File: src/rtl/instruction_fetch_pkg.sv
// ---------------------------------------------------------------------------
// instruction_fetch_pkg
// Shared definitions for the instruction fetch unit and its fetch FIFO:
// bus widths, PC step, the fetch FSM state type, the fetch-entry record and
// a PC alignment helper.
// ---------------------------------------------------------------------------
package instruction_fetch_pkg;

  localparam int ADDR_W  = 64;
  localparam int INSTR_W = 32;
  localparam logic [ADDR_W-1:0] PC_STEP = 64'd4;

  typedef enum logic [0:0] {
    FETCH = 1'b0,
    HOLD  = 1'b1
  } fetch_state_e;

  typedef struct packed {
    logic [ADDR_W-1:0]  pc;
    logic [INSTR_W-1:0] instr;
  } fetch_entry_t;

  // Instructions are word aligned; the low two PC bits are always dropped.
  function automatic logic [ADDR_W-1:0] align_pc(input logic [ADDR_W-1:0] pc);
    return {pc[ADDR_W-1:2], 2'b00};
  endfunction

endpackage

File: src/rtl/instruction_fetch_fifo.sv
// ---------------------------------------------------------------------------
// fetch_fifo
// Synchronous FIFO of fetch entries {pc, instr}.
// Ports:
//   CLK, resetl  - clock, asynchronous active-low reset
//   i_push       - write i_entry (accepted when not full or popping)
//   i_pop        - advance head (ignored when empty)
//   i_clear      - synchronous flush, wins over push and pop
//   i_entry      - entry to write
//   o_full       - occupancy == DEPTH
//   o_empty      - occupancy == 0
//   o_head       - head entry, zero while empty
// ---------------------------------------------------------------------------
module fetch_fifo
  import instruction_fetch_pkg::*;
#(
  parameter int DEPTH = 2
) (
  input  logic         CLK,
  input  logic         resetl,
  input  logic         i_push,
  input  logic         i_pop,
  input  logic         i_clear,
  input  fetch_entry_t i_entry,
  output logic         o_full,
  output logic         o_empty,
  output fetch_entry_t o_head
);

  localparam int PTR_W = (DEPTH > 1) ? $clog2(DEPTH) : 1;
  localparam int CNT_W = PTR_W + 1;

  fetch_entry_t     r_mem [DEPTH];
  logic [PTR_W-1:0] r_wr_ptr;
  logic [PTR_W-1:0] r_rd_ptr;
  logic [CNT_W-1:0] r_count;

  logic w_do_pop;
  logic w_do_push;

  assign o_empty   = (r_count == {CNT_W{1'b0}});
  assign o_full    = (r_count == CNT_W'(DEPTH));
  assign w_do_pop  = i_pop && !o_empty;
  // A push into a full FIFO is legal only when the head leaves on the same edge.
  assign w_do_push = i_push && (!o_full || w_do_pop);

  // Head is gated to zero while empty so no stale entry is ever presented.
  always_comb begin
    o_head = '0;
    if (!o_empty) begin
      o_head = r_mem[r_rd_ptr];
    end else begin
      o_head = '0;
    end
  end

  // Storage, pointers and occupancy; pointers wrap naturally (DEPTH is 2^n).
  always_ff @(posedge CLK or negedge resetl) begin
    if (!resetl) begin
      for (int i = 0; i < DEPTH; i++) begin
        r_mem[i] <= '0;
      end
      r_wr_ptr <= {PTR_W{1'b0}};
      r_rd_ptr <= {PTR_W{1'b0}};
      r_count  <= {CNT_W{1'b0}};
    end else if (i_clear) begin
      r_wr_ptr <= {PTR_W{1'b0}};
      r_rd_ptr <= {PTR_W{1'b0}};
      r_count  <= {CNT_W{1'b0}};
    end else begin
      if (w_do_push) begin
        r_mem[r_wr_ptr] <= i_entry;
        r_wr_ptr        <= r_wr_ptr + PTR_W'(1);
      end
      if (w_do_pop) begin
        r_rd_ptr <= r_rd_ptr + PTR_W'(1);
      end
      case ({w_do_push, w_do_pop})
        2'b10:   r_count <= r_count + CNT_W'(1);
        2'b01:   r_count <= r_count - CNT_W'(1);
        default: r_count <= r_count;
      endcase
    end
  end

endmodule

File: src/rtl/instruction_fetch.sv
// ---------------------------------------------------------------------------
// instruction_fetch
// Sequential fetch from a read-only instruction memory. Holds Address stable
// for WAIT_CYCLES cycles, captures Data with its PC into a small FIFO and
// presents the FIFO head to decode via InstrValid/InstrReady. Redirect
// flushes everything and restarts at RedirectPC (word aligned).
// Ports:
//   CLK, resetl      - clock, asynchronous active-low reset
//   Address  (out)   - registered fetch address
//   Data     (in)    - memory read data for Address
//   InstrOut (out)   - head instruction, InstrPC its PC
//   InstrValid (out) - FIFO non-empty
//   InstrReady (in)  - consumer takes head this cycle
//   Redirect (in)    - flush and restart at RedirectPC
// ---------------------------------------------------------------------------
module instruction_fetch
  import instruction_fetch_pkg::*;
#(
  parameter int                WAIT_CYCLES = 2,
  parameter int                DEPTH       = 2,
  parameter logic [ADDR_W-1:0] RESET_PC    = 64'h0
) (
  input  logic               CLK,
  input  logic               resetl,
  output logic [ADDR_W-1:0]  Address,
  input  logic [INSTR_W-1:0] Data,
  output logic [INSTR_W-1:0] InstrOut,
  output logic [ADDR_W-1:0]  InstrPC,
  output logic               InstrValid,
  input  logic               InstrReady,
  input  logic               Redirect,
  input  logic [ADDR_W-1:0]  RedirectPC
);

  localparam int CNT_W = (WAIT_CYCLES > 1) ? $clog2(WAIT_CYCLES) : 1;
  localparam logic [CNT_W-1:0] CNT_LAST = CNT_W'(WAIT_CYCLES - 1);

  fetch_state_e      r_state;
  logic [CNT_W-1:0]  r_cnt;
  logic [ADDR_W-1:0] r_addr;

  logic         w_full;
  logic         w_empty;
  logic         w_pop;
  logic         w_space;
  logic         w_wait_done;
  logic         w_push;
  fetch_entry_t w_head;
  fetch_entry_t w_entry;

  assign w_pop       = !w_empty && InstrReady;
  assign w_space     = !w_full || w_pop;
  // In HOLD the counter is frozen at its last value, so this stays true.
  assign w_wait_done = (r_cnt == CNT_LAST);
  assign w_push      = !Redirect && w_wait_done && w_space;
  assign w_entry     = '{pc: r_addr, instr: Data};

  assign Address    = r_addr;
  assign InstrValid = !w_empty;
  assign InstrOut   = w_head.instr;
  assign InstrPC    = w_head.pc;

  // Fetch FSM: PC register, wait counter and FETCH/HOLD state.
  always_ff @(posedge CLK or negedge resetl) begin
    if (!resetl) begin
      r_state <= FETCH;
      r_cnt   <= {CNT_W{1'b0}};
      r_addr  <= RESET_PC;
    end else if (Redirect) begin
      r_state <= FETCH;
      r_cnt   <= {CNT_W{1'b0}};
      r_addr  <= align_pc(RedirectPC);
    end else begin
      case (r_state)
        FETCH: begin
          if (!w_wait_done) begin
            r_cnt <= r_cnt + CNT_W'(1);
          end else if (w_space) begin
            r_addr <= r_addr + PC_STEP;
            r_cnt  <= {CNT_W{1'b0}};
          end else begin
            r_state <= HOLD;
          end
        end
        HOLD: begin
          if (w_space) begin
            r_addr  <= r_addr + PC_STEP;
            r_cnt   <= {CNT_W{1'b0}};
            r_state <= FETCH;
          end else begin
            r_state <= HOLD;
          end
        end
        default: begin
          r_state <= FETCH;
          r_cnt   <= {CNT_W{1'b0}};
        end
      endcase
    end
  end

  fetch_fifo #(.DEPTH(DEPTH)) u_fifo (
    .CLK     (CLK),
    .resetl  (resetl),
    .i_push  (w_push),
    .i_pop   (w_pop),
    .i_clear (Redirect),
    .i_entry (w_entry),
    .o_full  (w_full),
    .o_empty (w_empty),
    .o_head  (w_head)
  );

endmodule

File: config.mk
export PLATFORM = sky130hd
export DESIGN_NAME = instruction_fetch
export DESIGN_NICKNAME = d
export VERILOG_FILES = /design/src/rtl/instruction_fetch_pkg.sv /design/src/rtl/instruction_fetch_fifo.sv /design/src/rtl/instruction_fetch.sv
export SDC_FILE = /design/constraint.sdc
export NUM_CORES = 1
export LEC_CHECK = 0
export CAP_MARGIN = 5
export CORE_MARGIN = 1.5
export CORE_UTILIZATION = 30
export CTS_CLUSTER_DIAMETER = 100
export DETAILED_ROUTE_END_ITERATION = 10
export SYNTH_ARGS = -nofsm -noshare
export SYNTH_HDL_FRONTEND = slang
export SYNTH_SLANG_ARGS = --single-unit
File: constraint.sdc
create_clock -name CLK -period 4.5 [get_ports CLK]
set_clock_uncertainty 0.1 [all_clocks]
set_input_delay 1.35 -clock CLK [delete_from_list [all_inputs] [get_ports CLK]]
set_output_delay 1.35 -clock CLK [all_outputs]
set_load 0.02 [all_outputs]
==> results.py <==
metrics = {
    "route": {
        "vias_per_inst": 4.87,
        "via_count": 9141,
        "post-route-drc-count": 0,
        "route.antenna.remaining_nets": 0,
        "drt_iter0_drc": 361,
        "detail_route.first_pass.iterations": 4,
        "per_cell_routed_wire_length_um": 18.1,
        "totalWireLength_um": 34000,
    },
    "critical_path": {
        "worst-setup-path-type": "reg2out",
        "cp-end-kind": "output port",
        "worstPathCellList": "buf_12 -> mux2i_1 -> nor2_1 -> clkdlybuf4s50_1",
        "top_family_by_delay_on_critical_path": "buffers and inverters",
        "critical_path.startpoint_type": "flop",
        "stage_delay_of_the_slowest_cell_on_the_critical_path_ps": 670,
        "worst_path_maximum_fanout": 61,
        "slowest_stage": "sky130_fd_sc_hd__clkdlybuf4s50_1",
        "reg2reg_slack_ps": 1940,
        "worst-r2r-cell-count": 5,
        "regToRegStartpoint": "Address[21]$_DFFE_PN0P_",
        "worst_ep_required_time_ps": 3050,
        "critical_path.n_buffers_inverters": 2,
        "worstReg2RegEnd": "Address[53]$_DFFE_PN0P_",
        "timing.critical_path.arrival_ps": 2440,
    },
    "global_routing": {
        "global_route_wire_length_before_repair_um": 53300,
        "grt_pass1_vias": 9378,
        "track_usage": 0.159,
        "grt_antenna_before_repair": 6,
        "global_route.overflow_total": 0,
        "largest_net_degree_at_the_start_of_global_routing": 87,
    },
    "power_and_ir_drop": {
        "pleak_uw": 0.00657,
        "ir_drop_v": 0.000346,
        "power_density_nw_per_um2": 450,
        "design_power_total_uw": 7460,
    },
    "die": {
        "floorplan.initialDensity": 0.303,
        "standard_cell_core_area_um2": 40800,
        "die_area_um2": 42500,
        "rows": 74,
        "floorplan.die.width_um": 206,
        "io-pin-count": 261,
        "die_y_um": 206,
    },
    "sta": {
        "hold_viol_final": 0,
        "tightestPinTransition_ps": 663,
        "timing.setup.tns_ps": 0,
        "layout_min_cycle_time_ps": 3890,
        "timing.max_slew.rel_slack": 0.558,
        "finalCritPeriodShare": 0.863,
        "clock.fmax_mhz": 257,
        "final-max-slew-violation-count": 0,
        "grt_setup_unrepaired": "no",
        "setup_viol_count_final": 0,
    },
    "synth": {
        "yosys_register_bits": 256,
        "yosys_warnings": 0,
        "asyncSetResetFlopFracSynth": 1.00,
        "unique_masters_post_synth": 49,
        "synth_cells": 1084,
        "most_area_consuming_cells_after_synthesis": "sky130_fd_sc_hd__dfrtp_1, sky130_fd_sc_hd__mux2_2, sky130_fd_sc_hd__mux2i_1",
        "postSynthAreaPerCell_um2": 11.4,
        "synthDominantCellAreaShare": 0.517,
        "post-synth-top-area-cell": "sky130_fd_sc_hd__dfrtp_1",
        "mappedNetlistArea_um2": 12400,
        "number_of_flops_mapped_to_enable_cells_by_yosys": 0,
        "synth_top_flop_cell": "sky130_fd_sc_hd__dfrtp_1",
        "ys_seq_area_frac": 0.517,
    },
    "cts": {
        "numCtsBuffers": 30,
        "cts_repair_resize_count": 0,
        "worst_skew_pair.late_latency_ps": 570,
        "cts_setup_buffers": 0,
        "clkTransAtPathRegs_ps": 60,
        "cts_buffer_depth": 3,
        "cts_max_level": 1,
        "cts-root-buf": "sky130_fd_sc_hd__clkbuf_16",
        "postCtsHoldBufs": 0,
        "numClockSinks": 256,
        "cts_tree": "yes",
    },
    "placed_design": {
        "placed_wire_length_estimate_after_detailed_placement_um": 22800,
        "place.gp.congestion": 0.775,
        "port-buffer-count": 254,
    },
    "outcome": {
        "run_status": "finished clean",
    },
    "worst_hold_path": {
        "worstHoldStart": "u_fifo.r_mem[57]$_DFFE_PN0P_",
        "worst_hold_stages": 2,
        "timing.hold.worst.class": "reg2reg",
        "min_delay_worst_endpoint": "u_fifo.r_mem[57]$_DFFE_PN0P_",
    },
    "layout": {
        "layout_common_cells": "sky130_fd_sc_hd__dfrtp_1, sky130_fd_sc_hd__clkdlybuf4s50_1, sky130_fd_sc_hd__mux2_2",
        "layout.cells.most_common": "sky130_fd_sc_hd__dfrtp_1",
        "diodes": 0,
        "areaGrowthSynthToFinish_pct": 33.8,
        "drive_above_1_share": 0.204,
        "total_of_fill_cells_in_the_finished_design": 3956,
        "nets": 1423,
    },
    "run": {
        "maxCapViolCount": 0,
    },
}
-- power breakdown --
part	internal (uW)	switching, uW
registers	2930	386
logic	953	750
clock network	1480	962
-- Yosys cell counts (all sizes together), types with 3 or more instances --
library cell	number
a21oi	4
a22oi	5
a31oi	16
and2	3
and3	11
buf	39
clkbuf	33
dfrtp	256
inv	9
mux2	182
mux2i	99
nand2	69
nand2b	4
nand3	28
nand4	30
nor2	127
nor2b	6
nor3	13
nor3b	3
nor4	11
o211ai	3
o21ai	57
o31ai	4
or3	16
or4	6
xnor2	10
xor2	26
-- tightest hold or removal path: stages (launching register included) --
cell                      delay (ps)
sky130_fd_sc_hd__dfrtp_1         340
sky130_fd_sc_hd__nand2_1          50
sky130_fd_sc_hd__o21ai_0          60
-- per-layer routing --
metal  vias up  share of wire  GRT usage
li1       4325              -          -
met1      4552           0.45      0.207
met2       209           0.46      0.263
met3        43          0.068     0.0482
met4        12          0.016     0.0300
met5         -         0.0022          0
-- final cells by class --
cell class / instances / area [um^2] / share of cell area
Inverter: 9 / 33.8 / 0.00204
Clock inverter: 12 / 146 / 0.00883
Clock buffer: 43 / 850 / 0.0513
Tap cell: 532 / 666 / 0.0402
Sequential cell: 256 / 6410 / 0.387
Multi-Input combinational cell: 750 / 5650 / 0.341
Timing Repair Buffer: 275 / 2820 / 0.170
-- worst max path at each step --
stage	start	to	slack (ps)	cells past startpoint
CTS	u_fifo.r_rd_ptr$_DFFE_PN0P_	InstrPC[61]	580	4
finish	u_fifo.r_rd_ptr$_DFFE_PN0P_	InstrPC[61]	610	4
floorplan	u_fifo.r_rd_ptr$_DFFE_PN0P_	InstrPC[13]	1310	5
global route	u_fifo.r_rd_ptr$_DFFE_PN0P_	InstrPC[3]	490	4
global placement	InstrReady	Address[42]$_DFFE_PN0P_	510	7
detailed placement	InstrReady	Address[42]$_DFFE_PN0P_	520	7
-- sequential cells by signal, indices dropped and copies added (netlist names) --
name	flops
u_fifo.r_mem	188
Address	62
u_fifo.r_count	2
r_cnt	1
r_state	1
u_fifo.r_rd_ptr	1
u_fifo.r_wr_ptr	1
-- through the flow --
| stage | std cells | hold slack (ps) | instance area (um^2) | worst slack (ps) | util |
|---|---|---|---|---|---|
| 5_1_grt | 1877 | 412 | 16600 | 494 | 0.406 |
| 2_1_floorplan | 1087 | 350 | 12400 | 1310 | - |
| 3_3_place_gp | 1822 | 364 | 15600 | 513 | 0.381 |
| 6_report | 1877 | 382 | 16600 | 615 | 0.406 |
| 4_1_cts | 1877 | 383 | 16600 | 578 | 0.406 |
| 3_5_place_dp | 1822 | 370 | 15600 | 523 | 0.381 |
-- kinds of logic (layout without fill, tap and decap cells) --
kind of cell / count (synthesis) / in the layout / synth area share
simple gates: 330 / 330 / 0.136
mux: 281 / 281 / 0.245
flops: 256 / 256 / 0.517
compound gates: 98 / 98 / 0.0465
buf+inv: 81 / 339 / 0.0285
xor+xnor: 36 / 36 / 0.0255
fa+ha+maj: 1 / 1 / 0.00101
other cells: 1 / 4 / 0.000303
Power figures use the tool's default switching activity.
